===== src/rtl/cmp_pipe.sv =====
// cmp_pipe: pipelined ten-function compare unit, valid/ready in and out, STAGES=1|2 deep.
// Optional build macro CMP_PIPE_STATS_EN adds saturating transfer/true-result counters.
module cmp_pipe #(
   parameter int W      = 32,
   parameter int STAGES = 1,
   parameter int TAGW   = 4
) (
   input  logic            clk,
   input  logic            rst,
   input  logic            in_valid,
   output logic            in_ready,
   input  logic [3:0]      in_fcn,
   input  logic [W-1:0]    in_a,
   input  logic [W-1:0]    in_b,
   input  logic [TAGW-1:0] in_tag,
   output logic            out_valid,
   input  logic            out_ready,
   output logic            out_res,
   output logic            out_err,
   output logic [TAGW-1:0] out_tag
`ifdef CMP_PIPE_STATS_EN
   ,
   output logic [15:0]     stat_ops,
   output logic [15:0]     stat_true
`endif
);

   function automatic logic sel_res(input logic [3:0] fcn, input logic eq,
                                    input logic ltu, input logic lts);
      logic r;
      case (fcn)
         4'd0:    r = eq;
         4'd1:    r = !eq;
         4'd2:    r = lts;
         4'd3:    r = !lts;
         4'd4:    r = lts | eq;
         4'd5:    r = !(lts | eq);
         4'd6:    r = ltu;
         4'd7:    r = !ltu;
         4'd8:    r = ltu | eq;
         4'd9:    r = !(ltu | eq);
         default: r = 1'b0;
      endcase
      return r;
   endfunction

   logic            v_out;
   logic            res_q;
   logic            err_q;
   logic [TAGW-1:0] tag_q;
   logic            out_load;

   assign out_load  = !v_out | out_ready;
   // Data regs are not reset; gating with valid keeps idle outputs at zero.
   assign out_valid = v_out;
   assign out_res   = v_out & res_q;
   assign out_err   = v_out & err_q;
   assign out_tag   = v_out ? tag_q : '0;

   if (W < 2 || W > 128 || TAGW < 1 || TAGW > 16) begin : g_bad_width
      $error("cmp_pipe: W or TAGW out of range");
   end

   if (STAGES == 1) begin : g_s1
      assign in_ready = out_load;

      always_ff @(posedge clk) begin
         if (rst)
            v_out <= 1'b0;
         else if (out_load)
            v_out <= in_valid;
      end

      always_ff @(posedge clk) begin
         if (out_load && in_valid) begin
            res_q <= sel_res(in_fcn, in_a == in_b, in_a < in_b, $signed(in_a) < $signed(in_b));
            err_q <= in_fcn >= 4'd10;
            tag_q <= in_tag;
         end
      end
   end else if (STAGES == 2) begin : g_s2
      localparam int H = W / 2;

      if (W % 2 != 0) begin : g_bad_odd
         $error("cmp_pipe: W must be even when STAGES=2");
      end

      logic            v1;
      logic            ld1;
      logic            eq_lo, ltu_lo, eq_hi, ltu_hi, lts_hi;
      logic [3:0]      fcn1;
      logic [TAGW-1:0] tag1;
      logic            eq, ltu, lts;

      assign ld1      = !v1 | out_load;
      assign in_ready = ld1;

      always_ff @(posedge clk) begin
         if (rst) begin
            v1    <= 1'b0;
            v_out <= 1'b0;
         end else begin
            if (ld1)
               v1 <= in_valid;
            if (out_load)
               v_out <= v1;
         end
      end

      // Split the compare at the half boundary so each stage sees a W/2 carry chain.
      always_ff @(posedge clk) begin
         if (ld1 && in_valid) begin
            eq_lo  <= in_a[H-1:0] == in_b[H-1:0];
            ltu_lo <= in_a[H-1:0] <  in_b[H-1:0];
            eq_hi  <= in_a[W-1:H] == in_b[W-1:H];
            ltu_hi <= in_a[W-1:H] <  in_b[W-1:H];
            lts_hi <= $signed(in_a[W-1:H]) < $signed(in_b[W-1:H]);
            fcn1   <= in_fcn;
            tag1   <= in_tag;
         end
      end

      assign eq  = eq_hi & eq_lo;
      assign ltu = ltu_hi | (eq_hi & ltu_lo);
      assign lts = lts_hi | (eq_hi & ltu_lo);

      always_ff @(posedge clk) begin
         if (out_load && v1) begin
            res_q <= sel_res(fcn1, eq, ltu, lts);
            err_q <= fcn1 >= 4'd10;
            tag_q <= tag1;
         end
      end
   end else begin : g_bad_stages
      $error("cmp_pipe: STAGES must be 1 or 2");
   end

`ifdef CMP_PIPE_STATS_EN
   always_ff @(posedge clk) begin
      if (rst) begin
         stat_ops  <= 16'd0;
         stat_true <= 16'd0;
      end else if (out_valid && out_ready) begin
         if (stat_ops != 16'hFFFF)
            stat_ops <= stat_ops + 16'd1;
         if (out_res && stat_true != 16'hFFFF)
            stat_true <= stat_true + 16'd1;
      end
   end
`endif

endmodule


===== config.mk =====
export PLATFORM = sky130hd
export DESIGN_NAME = cmp_pipe
export DESIGN_NICKNAME = d
export VERILOG_FILES = /design/src/rtl/cmp_pipe.sv
export SDC_FILE = /design/constraint.sdc
export NUM_CORES = 1
export LEC_CHECK = 0
export BUFFER_PORTS_ARGS = -buffer_cell sky130_fd_sc_hd__buf_2
export CORE_UTILIZATION = 48
export CTS_BUF_LIST = sky130_fd_sc_hd__clkbuf_4
export DETAILED_ROUTE_END_ITERATION = 10
export PLACE_DENSITY_LB_ADDON = 0.25
export SLEW_MARGIN = 0
export SYNTH_ARGS = -nofsm -noshare
export SYNTH_HDL_FRONTEND = slang
export SYNTH_SLANG_ARGS = --single-unit

===== constraint.sdc =====
create_clock -name clk -period 4.5 [get_ports clk]
set_input_delay 0.675 -clock clk [delete_from_list [all_inputs] [get_ports clk]]
set_output_delay 0.675 -clock clk [all_outputs]
set_load 0.01 [all_outputs]

=== Yosys cells after proc, flatten, opt, wreduce, memory -nomap -nowiden ===
Cells that the tools add are included.
Widths: inputs -> output; s select.

* Register bits after elaboration: 7
* Bits of input ports: 76
* Logic and storage cells: 32

* $lt $le $gt $ge: 3
* Eq/ne operators: 10
* Multiplexer cells: 2
* Bitwise operators: 5
* Reduce and logical (&&, ||, !) cells: 8

{| class="wikitable"
|+ Operators with widths
! cell !! count
|-
| $lt 32x32->1 || 2
|-
| $eq 32x32->1 || 1
|-
| $eq 4x3->1 const B || 4
|-
| $pmux 1 s10 || 1
|-
| $eq 4x2->1 const B || 2
|-
| $eq 4x4->1 const B || 2
|-
| $logic_not 1->1 || 6
|-
| $eq 4x1->1 const B || 1
|-
| $ge 4x4->1 const B || 1
|-
| $logic_not 4->1 || 1
|-
| $mux 4 || 1
|-
| $or 1x1->1 || 3
|-
| $and 1x1->1 || 2
|-
| $logic_and 1x1->1 || 1
|}

=== Depth between registers and ports, before layout ===
* Depth after elaboration: 4
* Depth in mapped cells: 10

=== Least setup slack after synthesis ===
OpenSTA, ideal clock, no wires.

* Path kind: input to register
* Start point: input port in_b[31]
* End point: register res_q, data pin
* Library setup time: 0.274 ns
* Data arrival time: 2.362 ns
* Data required time: 4.226 ns
* Path slack: 1.864 ns
* Cell stages on the path: 9
* Path buffers: 0
* Path through: inv_1 -> ha_1 -> nand4_1 -> nand4bb_4 -> a2111oi_4 -> nor3_4 -> and4b_1 -> a211oi_2 -> o221ai_1

* Word-level cells in the longest chain between the ends: 4
* Elaborated cells on any way between the ends: 11

{| class="wikitable"
|+ Ends and longest elaborated chain
! item !! line !! RTL
|-
| start: declaration || 14 || <nowiki>input logic [W-1:0] in_b,</nowiki>
|-
| $lt 32x32->1 / $eq 32x32->1 (equally long branches) || 76 || <nowiki>res_q <= sel_res(in_fcn, in_a == in_b, in_a < in_b, $signed(in_a) < $signed(in_b));</nowiki>
|-
| $or 1x1->1, on equally long branches || -- ||
|-
| $logic_not 1->1, on equally long branches || 41, 37 ||
|-
| $pmux 1 s10 (*) || 31 || <nowiki>case (fcn)</nowiki>
|-
| end signal: assignment || 76 ||
|-
| end: declaration || 48 || <nowiki>logic res_q;</nowiki>
|}

Every way passes the cells marked *; elsewhere a longest branch is shown, timed or not.
A chain may end at the register's enable or synchronous reset.

=== Worst setup path in the final report ===
* Start point: input port in_a[31]
* End point: register res_q, data pin

* Word-level cells in the longest chain between the ends: 4
* Elaborated cells on any way between the ends: 11

{| class="wikitable"
|+ Ends and longest elaborated chain
! item !! line !! RTL
|-
| start: declaration || 13 || <nowiki>input logic [W-1:0] in_a,</nowiki>
|-
| $lt 32x32->1 / $eq 32x32->1 (equally long branches) || 76 ||
|-
| $or 1x1->1, on equally long branches || -- ||
|-
| $logic_not 1->1, on equally long branches || 41, 37 ||
|-
| $pmux 1 s10 (*) || 31 ||
|}

Marked as above.

==> impl_metrics.tcl <==
set metrics [dict create \
    outcome "completed" \
    num_vias 1358 \
    yosysWarnings 0 \
    gr-usage-met2 0.3614 \
    nets 353 \
    rsz0062_at_grt "false" \
    synth_most_common_cell "inv_1" \
    antenna_cells 0 \
    layoutNonFillerInstCount 274 \
    h-tree-depth 1 \
    place_area_um2 1762 \
    fmax_ghz 0.3843 \
    grt_max_degree 11 \
    period_share 0.5783 \
    synth_area_leaders "ha_1 (30%), edfxtp_1 (14%), inv_1 (9.6%)" \
    crit_arrival_ns 2.58 \
    skew_ns 0.001815 \
    cap_violations 0 \
    synth_common_cells "inv_1 (34), ha_1 (32), a21oi_1 (16)" \
    drive_gt1_frac 0.3975 \
    finalSetupViolCount 0 \
    drt_iter0_drc 10 \
    clk_pin_slew_ns 0.05 \
    synth_fp_nets 268 \
    slew_viol_final 0 \
    crit_fanout 6 \
    grt_pass1_vias 1152 \
    hold_buffers 0 \
    cts_tree "built" \
    ys_seq_area_frac 0.1504 \
    dp_slack_ns 1.640 \
    final_util 0.7040 \
    io_pins 84 \
    viasPerCell 4.956 \
    post_cts_buffers 0 \
    synth_area_per_cell_um2 8.320 \
    num_rows 18 \
    gp_congestion 0.7348 \
    synth_area_leader_cell "ha_1" \
    end_kind "flip-flop" \
    min_period_ns 2.602 \
    die_w_um 54.67 \
    ys_types 41 \
    cts_root_buf "clkbuf_4" \
    async_flop_share 0 \
    layout_setup_ws_ns 1.898 \
    synth_edf_count 6 \
    place_inst 270 \
    use_met1 0.2056 \
    core_area_um2 2545 \
    hpwlAfterDp_um 2399 \
    drt_wl_total_um 2657 \
    power_leakage_nw 1.045 \
    synth_area_um2 1331 \
    final_antenna_net_count 0 \
    clock_latency_ns 0.25 \
    grt_pass1_wl_um 4174 \
    cts_buffers 3 \
    use_met3 0.04722 \
    grt_overflow 0 \
    hold_viol_final 0 \
    timing.hold.ws_ns 0.5806 \
    maxSlewHeadroom 0.7090 \
    antenna_found_initial 0 \
    start_util 0.5231 \
    yosys.area.top_type_share 0.3008 \
    first_pass_iters 4 \
    power_mw 0.2671 \
    design_area_um2 1792 \
    crit_required_ns 4.48 \
    ctsResizeCount 0 \
    finalSetupTns_ns 0 \
    numClockSinks 7 \
    top_usage_layer "met2" \
    powerDensity_nw_per_um2 149.1 \
    die_area_um2 2988 \
    vdd_ir_drop_max_v 0.0001628 \
    setup.worst_path.start_class "input port" \
    ys_ff_latch 7 \
    portBuffers 83 \
    path_class "input port to flip-flop" \
    syn_inst 160 \
    synth_top_flop_cell "edfxtp_1" \
    hp-class "input port to flip-flop" \
    clk_path_buf_depth 2 \
    die_h_um 54.67 \
    drcViolationCount 0 \
    worst_pin_slew_ns 0.4325 \
    grt_use_total 0.1859 \
    syn_to_final_growth_pct 34.59 \
    wl_per_cell_um 9.697 \
]
-- worst max-delay path, stage by stage --
cell       delay [ns]
buf_2            0.10
ha_1             0.38
nand4_1          0.17
nand4bb_4        0.26
a2111oi_4        0.39
nor3_4           0.08
a211oi_2         0.24
xor2_1           0.17
o221ai_1         0.13
-- cells by family (layout without fill, tap and decap cells) --
group           count (synthesis)  after routing  synth area share
simple gates                   49             49            0.2519
buf+inv                        37            121            0.1128
compound gates                 34             34            0.1776
fa+ha+maj                      32             32            0.3007
flops                           7              7            0.1504
xor+xnor                        1              1          0.006580
-- cell type report --
type	instances	area (µm²)
clock buffer	4	30.03
sequential	7	200.2
timing repair buffer	83	415.4
multi-input combinational	116	980.9
fill	228	753.2
inverter	34	127.6
tap	30	37.54
-- sequential cells by signal, summed over array words and instances (netlist names) --
register / count
tag_q: 4
err_q: 1
out_valid: 1
res_q: 1
-- per-layer routing --
metal  part of all wire  vias up
met4                  0        0
met3              0.070        0
met5                  0        -
met1               0.43      576
li1                   -      734
met2               0.50       48
-- path summary, 6_finish.rpt --
| kind | cells past startpoint | to | slack (ns) | startpoint |
|---|---|---|---|---|
| setup / recovery | 9 | res_q$_DFFE_PP_ | 1.90 | in_a[31] |
| hold / removal | 2 | out_valid$_SDFFE_PP0N_ | 0.58 | rst |
| setup reg to reg | 2 | tag_q[3]$_DFFE_PP_ | 3.41 | out_valid$_SDFFE_PP0N_ |
| hold reg to reg | 2 | out_valid$_SDFFE_PP0N_ | 0.61 | out_valid$_SDFFE_PP0N_ |
-- layout by cell type, fill, tap and decap left out, types with 5 or more instances in the layout --
| cell type | netlist | routed |
|---|---|---|
| inv_1 | 34 | 34 |
| a21oi_1 | 16 | 16 |
| ha_1 | 32 | 32 |
| nand4_1 | 5 | 5 |
| buf_2 | 0 | 83 |
| and2_1 | 7 | 7 |
| nor2_1 | 5 | 5 |
| edfxtp_1 | 6 | 6 |
| nand2_1 | 8 | 8 |
-- where the power goes --
part	total [mW]	internal [mW]	switching [mW]
Clock	0.0620	0.0398	0.0222
Sequential	0.0775	0.0760	0.00146
Combinational	0.128	0.0673	0.0603
Power figures use the tool's default switching activity.
